--- src/rtl/uart_tx_arbiter_pkg.sv ---
// Shared constants for the UART transmit path: arbiter FSM encodings and 8N1 frame timing.
package uart_tx_arbiter_pkg;

  localparam int unsigned NbDataDefault = 8;

  typedef logic [2:0] state_t;

  // One-hot so each state decodes from a single flop.
  localparam state_t StIdle = 3'b001;
  localparam state_t StLoad = 3'b010;
  localparam state_t StWait = 3'b100;

  localparam int unsigned ClkHz          = 100_000_000;
  localparam int unsigned BaudRate       = 9600;
  localparam int unsigned FrameBits      = 10;
  localparam int unsigned CyclesPerBit   = ClkHz / BaudRate;
  localparam int unsigned CyclesPerFrame = CyclesPerBit * FrameBits;

endpackage

--- src/rtl/uart_tx_arbiter_rr_priority_picker.sv ---
// Round-robin priority picker: first set request strictly after ptr_i, wrapping.
module uart_tx_arbiter_rr_priority_picker #(
  parameter int unsigned N_REQ = 4
) (
  input  logic [N_REQ-1:0]         req_i,
  input  logic [$clog2(N_REQ)-1:0] ptr_i,
  output logic [N_REQ-1:0]         winner_o,
  output logic [$clog2(N_REQ)-1:0] winner_idx_o
);

  localparam int unsigned PtrW = $clog2(N_REQ);

  logic [PtrW-1:0] idx;

  // Scan from farthest to nearest so the nearest set request overwrites the others.
  always_comb begin
    winner_o     = '0;
    winner_idx_o = '0;
    idx          = '0;
    for (int unsigned i = N_REQ; i > 0; i--) begin
      idx = PtrW'((32'(ptr_i) + i) % N_REQ);
      if (req_i[idx]) begin
        winner_o      = '0;
        winner_o[idx] = 1'b1;
        winner_idx_o  = idx;
      end
    end
  end

endmodule

--- src/rtl/uart_tx_arbiter.sv ---
// Shares one uart_tx among N_REQ byte producers: round-robin grant, locked bursts with a
// length cap, and a watchdog on the transmitter's done pulse.
module uart_tx_arbiter
  import uart_tx_arbiter_pkg::*;
#(
  parameter int unsigned NB_DATA        = NbDataDefault,
  parameter int unsigned N_REQ          = 4,
  parameter int unsigned MAX_BURST      = 16,
  parameter int unsigned TIMEOUT_CYCLES = 200000
) (
  input  logic                     i_clock,
  input  logic                     i_reset,
  input  logic [N_REQ-1:0]         i_req,
  input  logic [N_REQ*NB_DATA-1:0] i_data,
  input  logic [N_REQ-1:0]         i_last,
  input  logic                     i_tx_done,
  output logic [N_REQ-1:0]         o_ack,
  output logic [N_REQ-1:0]         o_grant,
  output logic                     o_tx_start,
  output logic [NB_DATA-1:0]       o_tx_data,
  output logic                     o_busy,
  output logic                     o_timeout
);

  localparam int unsigned PtrW   = $clog2(N_REQ);
  localparam int unsigned BurstW = $clog2(MAX_BURST + 1);
  localparam int unsigned TimerW = $clog2(TIMEOUT_CYCLES);

  state_t               state_q, state_d;
  logic [PtrW-1:0]      ptr_q, ptr_d;
  logic [PtrW-1:0]      owner_q, owner_d;
  logic [N_REQ-1:0]     grant_q, grant_d;
  logic [N_REQ-1:0]     ack_q, ack_d;
  logic                 start_q, start_d;
  logic [NB_DATA-1:0]   data_q, data_d;
  logic                 lock_q, lock_d;
  logic [BurstW-1:0]    burst_q, burst_d;
  logic [TimerW-1:0]    timer_q, timer_d;
  logic                 timeout_q, timeout_d;
  logic                 busy_q, busy_d;

  logic [N_REQ-1:0]     pick_oh;
  logic [PtrW-1:0]      pick_idx;
  logic                 accept;
  logic                 release_own;
  logic [N_REQ-1:0]     acc_oh;
  logic [PtrW-1:0]      acc_idx;
  logic [NB_DATA-1:0]   acc_data;

  uart_tx_arbiter_rr_priority_picker #(
    .N_REQ (N_REQ)
  ) u_picker (
    .req_i        (i_req),
    .ptr_i        (ptr_q),
    .winner_o     (pick_oh),
    .winner_idx_o (pick_idx)
  );

  always_comb begin
    acc_data = '0;
    for (int unsigned k = 0; k < N_REQ; k++) begin
      if (acc_idx == PtrW'(k)) begin
        acc_data = i_data[k*NB_DATA +: NB_DATA];
      end
    end
  end

  always_comb begin
    state_d     = state_q;
    ptr_d       = ptr_q;
    owner_d     = owner_q;
    grant_d     = grant_q;
    data_d      = data_q;
    lock_d      = lock_q;
    burst_d     = burst_q;
    timer_d     = timer_q;
    ack_d       = '0;
    start_d     = 1'b0;
    timeout_d   = 1'b0;
    accept      = 1'b0;
    release_own = 1'b0;
    acc_oh      = grant_q;
    acc_idx     = owner_q;

    unique case (state_q)
      StIdle: begin
        if (|i_req) begin
          accept  = 1'b1;
          acc_oh  = pick_oh;
          acc_idx = pick_idx;
          burst_d = BurstW'(1);
        end
      end
      StLoad: begin
        timer_d = '0;
        state_d = StWait;
      end
      StWait: begin
        timer_d = timer_q + 1'b1;
        if (i_tx_done) begin
          // Continue a locked burst only while the owner still has a byte and the cap allows it.
          if (lock_q && i_req[owner_q] && (burst_q < BurstW'(MAX_BURST))) begin
            accept  = 1'b1;
            burst_d = burst_q + 1'b1;
          end else begin
            release_own = 1'b1;
          end
        end else if (timer_q == TimerW'(TIMEOUT_CYCLES - 1)) begin
          release_own = 1'b1;
          timeout_d   = 1'b1;
        end
      end
      default: state_d = StIdle;
    endcase

    if (accept) begin
      state_d = StLoad;
      owner_d = acc_idx;
      grant_d = acc_oh;
      ack_d   = acc_oh;
      start_d = 1'b1;
      data_d  = acc_data;
      lock_d  = ~i_last[acc_idx];
    end

    if (release_own) begin
      state_d = StIdle;
      ptr_d   = owner_q;
      grant_d = '0;
      lock_d  = 1'b0;
      burst_d = '0;
    end

    busy_d = (state_d != StIdle);
  end

  always_ff @(posedge i_clock or negedge i_reset) begin
    if (!i_reset) begin
      state_q   <= StIdle;
      ptr_q     <= PtrW'(N_REQ - 1);
      owner_q   <= '0;
      grant_q   <= '0;
      ack_q     <= '0;
      start_q   <= 1'b0;
      data_q    <= '0;
      lock_q    <= 1'b0;
      burst_q   <= '0;
      timer_q   <= '0;
      timeout_q <= 1'b0;
      busy_q    <= 1'b0;
    end else begin
      state_q   <= state_d;
      ptr_q     <= ptr_d;
      owner_q   <= owner_d;
      grant_q   <= grant_d;
      ack_q     <= ack_d;
      start_q   <= start_d;
      data_q    <= data_d;
      lock_q    <= lock_d;
      burst_q   <= burst_d;
      timer_q   <= timer_d;
      timeout_q <= timeout_d;
      busy_q    <= busy_d;
    end
  end

  assign o_ack      = ack_q;
  assign o_grant    = grant_q;
  assign o_tx_start = start_q;
  assign o_tx_data  = data_q;
  assign o_busy     = busy_q;
  assign o_timeout  = timeout_q;

endmodule
--- config.mk ---
export PLATFORM = sky130hd
export DESIGN_NAME = uart_tx_arbiter
export DESIGN_NICKNAME = d
export VERILOG_FILES = /design/src/rtl/uart_tx_arbiter_pkg.sv /design/src/rtl/uart_tx_arbiter_rr_priority_picker.sv /design/src/rtl/uart_tx_arbiter.sv
export SDC_FILE = /design/constraint.sdc
export NUM_CORES = 1
export LEC_CHECK = 0
export ABC_AREA = 0
export ABC_CLOCK_PERIOD_IN_PS = 3150
export CORE_UTILIZATION = 53
export CTS_BUF_LIST = sky130_fd_sc_hd__clkbuf_4
export DETAILED_ROUTE_END_ITERATION = 6
export PLACE_DENSITY = 0.82
export SYNTH_ARGS = -nofsm -noshare
export SYNTH_HDL_FRONTEND = slang
export SYNTH_SLANG_ARGS = --single-unit
--- constraint.sdc ---
create_clock -name i_clock -period 3.15 [get_ports i_clock]
set_input_delay 0.63 -clock i_clock [delete_from_list [all_inputs] [get_ports i_clock]]
set_output_delay 0.63 -clock i_clock [all_outputs]
set_load 0.02 [all_outputs]
[Word level (Yosys, flattened, before mapping)]
Index checks and enable logic that the tools add are counted.
Operators by class
  magnitude comparators: 11
  mux-type cells: 61
  reductions and logical operators: 13
  equality and inequality tests: 11
  $add $sub $neg: 6
  bitwise gates (word level): 1
Operators with widths (number)
  4-bit two-way mux: 9
  18-bit one-hot mux with 2 select lines: 1
  8-bit two-way mux: 4
  1-bit two-way mux: 22
  5-bit two-way mux: 4
  18-bit by 1-bit adder with 18-bit output, second input constant: 1
  18-bit equality test, second input constant: 1
  2-bit by 3-bit < comparator with 1-bit output, second input constant: 6
  1-bit binary-select mux with 2-bit select: 6
  2-bit two-way mux: 6
  5-bit one-hot mux with 2 select lines: 1
  3-bit inequality test, second input constant: 3
  1-bit demux with 2-bit select: 4
  2-bit by 1-bit greater-or-equal comparator with 1-bit output, second input constant: 4
  1-bit logical AND: 6
  3-bit two-way mux: 2
  3-bit one-hot mux with 2 select lines: 1
  5-bit by 1-bit adder with 5-bit output, second input constant: 1
  5-bit < comparator, second input constant: 1
  2-bit by 1-bit adder with 2-bit output, second input constant: 2
  2-bit adder, second input constant: 2
  2-bit equality test, second input constant: 2
  4-bit AND reduction: 1
  2-bit nonzero test: 2
  11 further kinds: 11
Storage, ports and cells
  input port bits: 43
  register bits: 50
  output and inout bits: 19

[Longest topological paths before layout]
Gate-level depths: netlist (run 1).
  word-level depth: 14
  gate-level depth with buffers: 13

[Cells and area by module]
A second synthesis (run 1) with hierarchy kept.
Second synthesis, totals
  cell total of the unflattened synthesis: 328
  area, all modules: 3218.1 µm²
By module, submodules not included
  uart_tx_arbiter: instances 1, area an instance 2695.1 µm², seq. area each 1255.0 µm², cells each 266
  uart_tx_arbiter_rr_priority_picker: instances 1, area an instance 523.0 µm², seq. area each 0.0 µm², cells each 62

[Worst setup path before layout (run 1)]
Ideal clock, no wire load.
  kind: register -> register
  from: register ptr_q[0]
  to: register lock_q
  data required time: 3068 ps
  clock period less this slack: 2858 ps
  setup time: 82 ps
  path slack: 292 ps
  arrival: 2776 ps
  stages on the path, launching flop included: 13
  cell sequence: dfstp_2 > buf_2 > buf_4 > inv_1 > ha_1 > buf_4 > mux4_1 > nand2b_1 > a41o_1 > o22ai_4 > inv_2 > a221o_1 > a31oi_1
On the way
  cells in the longest elaborated chain, start to end: 14
  elaborated cells between the ends (all ways): 23
Ends and longest elaborated chain
  from (decl): RTL line uart_tx_arbiter.sv:30  | logic [PtrW-1:0] ptr_q, ptr_d;
  from (signal assigned): RTL line uart_tx_arbiter.sv:140  | ptr_q <= PtrW'(N_REQ - 1);
  from (signal assigned): RTL line uart_tx_arbiter.sv:153  | ptr_q <= ptr_d;
  2-bit by 1-bit adder with 2-bit output: RTL line uart_tx_arbiter_rr_priority_picker.sv:21  | idx = PtrW'((32'(ptr_i) + i) % N_REQ);
  1-bit binary-select mux with 2-bit select: RTL line uart_tx_arbiter_rr_priority_picker.sv:22  | if (req_i[idx]) begin
  1-bit two-way mux (implied by the code): RTL line uart_tx_arbiter_rr_priority_picker.sv:22
  2-bit two-way mux (3 in a row): RTL line uart_tx_arbiter_rr_priority_picker.sv:22
  2-bit two-way mux (*): RTL line uart_tx_arbiter_rr_priority_picker.sv:22
  2-bit two-way mux (*): RTL line uart_tx_arbiter.sv:87  | if (|i_req) begin
  2-bit two-way mux (*): RTL line uart_tx_arbiter.sv:85  | unique case (state_q)
  1-bit binary-select mux with 2-bit select (*): RTL line uart_tx_arbiter.sv:123  | lock_d = ~i_last[acc_idx];
  1-bit two-way mux (implied by the code) (*): RTL line uart_tx_arbiter.sv:123
  1-bit NOT (*): RTL line uart_tx_arbiter.sv:123
  1-bit two-way mux (*): RTL line uart_tx_arbiter.sv:116  | if (accept) begin
  1-bit two-way mux (*): RTL line uart_tx_arbiter.sv:126  | if (release_own) begin
  to (signal assigned): RTL line uart_tx_arbiter.sv:159  | lock_q <= lock_d;
  to (decl): RTL line uart_tx_arbiter.sv:36  | logic lock_q, lock_d;
Mark *: on every way between the ends. The rest lies on a longest branch, timed or not. The select of a mux whose other input is x is not followed.
A chain may end at the register's enable or synchronous reset.

[Worst setup path after layout (run 1)]
Same ends and word-level chain as after synthesis.

==> reports/results.tsv, run 1 <==
metric	value	unit
max_freq	351.1	MHz
cp_cell_sequence	inv_1 > ha_1 > nor2b_1 > a21oi_1 > a2111oi_4 > nand2_2 > a221o_2 > a31oi_1	
firstDrtPassIters	4	
stdcell_area	0.003799	sq mm
drtIter0Drc	154	
cp-start-kind	flip-flop	
hold_buffers	0	
timing_worst_setup_path_type	flip-flop to flip-flop	
slowest_stage	dfstp_2	
worstRegToRegCells	8	
yosysWarnings	0	
hold_viol_final	0	
fin_worst_skew	10.19	ps
critPathCaptureType	flip-flop	
yosysTopAreaCell	dfrtp_1	
setup_violations	0	
hold_path_class	input pin to asynchronous set/reset pin	
hpwlAfterDp	5272	um
core.rowCount	27	
clock_path_buffers	2	
cts_made_buffers	5	
yosysSeqAreaShare	41.38	%
vias_per_cell	5.984	
nets	421	
initial_core_util	55.08	%
placed_area	0.003739	sq mm
cts_tree	built	
fin_tns_setup	0	ps
ir_drop	0.5219	mV
regArea	0.001255	sq mm
synth_area	0.003033	sq mm
routed_wl	7010	um
layout_min_cycle_time	2848	ps
drive_above_1_share	11.62	%
cts_root_buf	clkbuf_4	
cp.depth	8	
synth_area_leaders	dfrtp_1 39%, a221oi_1 5.8%, nand2_1 4.3%	
place.gp.congestion	0.8186	
path_clk_slew	150	ps
worstPathArrival	3150	ps
grt_pass1_wl	11990	um
post_cts_resized	0	
port_buffers	61	
status	completed	
synth_edf_count	0	
pin_count	62	
cp_num_buf_inv	1	
num_vias	2645	
final_max_slew_viol_count	0	
clock_latency	380	ps
area_delta_synth_final	25.25	%
post_cts_buffers	0	
antenna_found_initial	0	
core-area	0.005507	sq mm
synth_top_flop_cell	dfrtp_1	
synthCells	302	
clock_sinks	50	
leakagePower	1.649	nW
die-width	77.65	um
required	3450	ps
cp_top_family	compound AO/OA/AOI/OAI gates	
cp_slowest_stage_delay	550	ps
synth_top_area_share	38.78	%
h-tree-depth	2	
layout_commonest_cell	clkdlybuf4s50_1	
die_h	77.65	um
timing.max_cap.violations	0	
slew_headroom	29.25	%
ant_nets	0	
grt_pass1_vias	2586	
grt_remaining_overflow	0	
worst_pin_slew	1061	ps
powerDensity	916.1	mW/mm^2
grt_usage	25.27	%
layout_common_cells	60 x clkdlybuf4s50_1, 47 x dfrtp_1, 35 x nand2_1, 20 x a221oi_1, 20 x and2_1	
grt_max_degree	51	
diodes	0	
syn-num-nets	354	
ys_async_sr_fraction	100.0	%
multi_input_area	0.001649	sq mm
avgSynthCellArea	10.04	sq um
ys_types	57	
rsz0062_at_grt	no	
cp_max_fo	18	
min_period_over_period	90.41	%
nFillCells	452	
drc_errors	0	
wl_per_cell	15.86	um
ys_ff_latch	50	
die-area	0.006029	sq mm
path summary, 6_finish.rpt:
path | from | end | slack [ps]
min in group i_clock | timer_q[17]$_DFFE_PN0P_ | timer_q[17]$_DFFE_PN0P_ | 490
max in group asynchronous | i_reset | o_grant[3]$_DFFE_PN0P_ | 2080
max reg2reg | ptr_q[0]$_DFFE_PN1N_ | lock_q$_DFFE_PN0P_ | 300
max | ptr_q[0]$_DFFE_PN1N_ | lock_q$_DFFE_PN0P_ | 300
min reg2reg | timer_q[17]$_DFFE_PN0P_ | timer_q[17]$_DFFE_PN0P_ | 490
min | i_reset | timer_q[13]$_DFFE_PN0P_ | 420
flip-flops by register name, indices dropped and copies added (netlist names):
| register | count |
|---|---|
| o_tx_start | 1 |
| ptr_q | 2 |
| o_busy | 1 |
| state_q | 3 |
| o_timeout | 1 |
| o_grant | 4 |
| o_tx_data | 8 |
| burst_q | 5 |
| timer_q | 18 |
| owner_q | 2 |
| o_ack | 4 |
| lock_q | 1 |
layout make-up:
type	count	share of cell area, %
multi-input combinational	229	43.41
sequential	50	33.04
timing repair buffer	76	18.91
tap	72	2.372
clock buffer	6	1.186
inverter	7	0.6917
clock inverter	2	0.3953
Yosys cell counts (3+ instances only):
library cell	count
a21boi_0	3
a21oi_1	13
a221oi_1	20
a31oi_1	3
and2_1	20
and3_1	6
buf_2	4
buf_4	4
buf_6	3
clkbuf_1	5
dfrtp_1	47
dfstp_2	3
ha_1	9
inv_1	6
mux2_2	3
mux2i_1	10
mux4_1	3
nand2_1	35
nand2b_1	4
nand3_1	13
nand4_1	3
nor2_1	13
nor2b_1	5
o211a_1	3
o211ai_1	3
o21ai_0	16
o31ai_1	11
routing by layer:
metal / up-vias / wire (um) / track usage, %
met5: - / 0 / 0
met4: 0 / 135 / 9.434
met3: 15 / 369 / 5.059
met2: 89 / 3529 / 43.45
met1: 1274 / 2975 / 31.23
li1: 1267 / - / -
where the power goes:
part           internal (mW)  leakage, nW  total, mW  switching, mW
clock network         0.0960       0.0279      0.302          0.206
registers              0.851        0.642       1.00          0.152
logic                  0.981        0.979       2.17           1.19
through the flow:
stage	total power [mW]	cells	setup WS (ps)	hold WS (ps)	utilization (%)
finish	3.480	442	302.2	422.8	68.98
global route	3.726	442	165.8	503.4	68.98
CTS	3.485	442	322.3	456.5	68.98
detailed placement	3.183	434	131.6	470.7	67.89
global placement	3.082	434	216.0	461.7	67.89
floorplan	2.531	302	292.0	334.4	-
cells by family (layout without fill, tap and decap cells):
group,Yosys count,in the layout,synth area share (%)
and+or+nand+nor,113,113,20.21
AOI/OAI and AO/OA,87,87,21.66
DFF,50,50,41.38
buffers and inverters,23,91,4.249
muxes,18,18,8.210
adders and majority gates,9,9,3.713
xor gates and xnor gates,2,2,0.5777
Power figures use the tool's default switching activity.
==> run 2, diff against run 1 <==
Settings changed: SKIP_LAST_GASP from default to 1.
==> results of run 2 <==
The final DEF is identical to that of run 1; final timing and power are the same.
==> run 3, diff against run 2 <==
Settings changed: CORE_UTILIZATION 53 to 30, PLACE_DENSITY 0.82 to default.
==> run 3 against run 2 <==
Fmax increased by 0.53%. Register-to-register slack about the same. Largest power group unchanged. Global-route usage decreased by 11 points. Highest routed layer unchanged.
==> reports/results.tsv, run 3 (synthesis gave the netlist of run 1 again) <==
metric	value	unit
p_sw_share	43.37	%
diodes	0	
ir_drop	0.3783	mV
area_delta_synth_final	29.08	%
worstPathArrival	3140	ps
worst_pin_slew	833.2	ps
h-tree-depth	2	
num_vias	2608	
initial_core_util	31.03	%
drtIter0Drc	83	
fin_worst_skew	13.23	ps
die-area	0.01052	sq mm
min_period_over_period	89.93	%
vias_per_cell	5.175	
nets	422	
rsz0062_at_grt	no	
wl_met2	3339	um
cp-start-kind	flip-flop	
cts_tree	built	
p_comb_share	61.6	%
grt_usage	14.35	%
cts_root_buf	clkbuf_4	
powerDensity	911.5	mW/mm^2
layout_common_cells	60 x clkdlybuf4s50_1, 47 x dfrtp_1, 35 x nand2_1, 20 x a221oi_1, 20 x and2_1	
slew_headroom	44.08	%
layout_commonest_cell	clkdlybuf4s50_1	
seq_power_share	27.8	%
firstDrtPassIters	4	
post_cts_buffers	0	
grt_pass1_vias	2427	
placed_area	0.003835	sq mm
finalNonFillerCells	504	
pin_count	62	
drc_errors	0	
clock_latency	370	ps
worst_hold_slack	244.9	ps
drive_above_1_share	11.59	%
place_inst	496	
ant_nets	0	
dr_wl_met3	476	um
fin_tns_setup	0	ps
stdcell_area	0.003915	sq mm
max_freq	353.0	MHz
hold_path_class	input pin to asynchronous set/reset pin	
setup_ws	317.1	ps
grt_max_degree	27	
dp_slack	25.34	ps
antenna_found_initial	0	
routed_wl	7156	um
netSwitchingPower	1.548	mW
regMostFlops	timer_q	
port_buffers	61	
die-width	102.5	um
leakagePower	1.673	nW
core-area	0.009774	sq mm
final_core_util	40.05	%
die_h	102.5	um
post_cts_resized	0	
cts_made_buffers	5	
hpwlAfterDp	5379	um
timing.max_cap.violations	0	
required	3450	ps
wl_per_cell	14.20	um
critPathCaptureType	flip-flop	
layout_min_cycle_time	2833	ps
path_clk_slew	150	ps
hold_viol_final	0	
setup_violations	0	
clock_sinks	50	
timing_worst_setup_path_type	flip-flop to flip-flop	
cp_max_fo	18	
core.rowCount	36	
p_int	2.021	mW
grt_remaining_overflow	0	
total_power	3.569	mW
status	completed	
final_max_slew_viol_count	0	
largest_reg_flops	18	
clkPwrFrac	10.6	%
hold_buffers	0	
clock_path_buffers	2	
met1_length	3258	um
top_layer	met4	
grt_pass1_wl	11810	um
place.gp.congestion	0.8224	
==> run 3: changes by cell type in the layout (fill, tap and decap cells not counted) <==
cell,change
clkinv_1,+1
clkbuf_4,-1
bufinv_16,+1
inv_6,+1
clkinvlp_4,-2
buf_12,+1
==> run 3: per-layer routing <==
metal | track usage, % | up-vias
met5 | 0 | -
met4 | 3.956 | 0
met3 | 3.797 | 8
met2 | 23.18 | 78
met1 | 18.97 | 1256
li1 | - | 1266
==> run 3: worst paths after layout <==
kind,startpoint,end,slack (ps),cells past startpoint
setup / recovery,ptr_q[0]$_DFFE_PN1N_,lock_q$_DFFE_PN0P_,320,8
hold / removal,i_reset,o_tx_data[5]$_DFFE_PN0P_,240,1
setup reg to reg,ptr_q[0]$_DFFE_PN1N_,lock_q$_DFFE_PN0P_,320,8
hold reg to reg,timer_q[17]$_DFFE_PN0P_,timer_q[17]$_DFFE_PN0P_,500,1
max in group asynchronous,i_reset,state_q[0]$_DFF_PN1_,2220,2
min in group i_clock,timer_q[17]$_DFFE_PN0P_,timer_q[17]$_DFFE_PN0P_,500,1
==> run 3: critical path, cell delays in order, from the launching register on <==
cell and delay [ps]:
dfstp_2 560, inv_1 130, ha_1 530, nor2b_1 220, a21oi_1 120, a2111oi_4 360, nand2_2 280, a221o_2 420
a31oi_1 150
==> run 3: area by class of cell <==
type	instances	area, sq um
repair buffers	77	738.2
well taps	133	166.4
inverters	7	26.28
clock buffers	5	37.54
multi-input cells	229	1649
clock inverters	3	42.54
fillers	965	5859
flip-flops and latches	50	1255
==> run 3: power groups by stage <==
stage	sequential [mW]	combinational (mW)	clock [mW]
4_1_cts	0.994	2.22	0.392
3_3_place_gp	1.00	2.17	0
2_1_floorplan	1.12	1.41	0
3_5_place_dp	1.01	2.21	0
5_1_grt	1.02	2.43	0.420
6_report	0.992	2.20	0.377
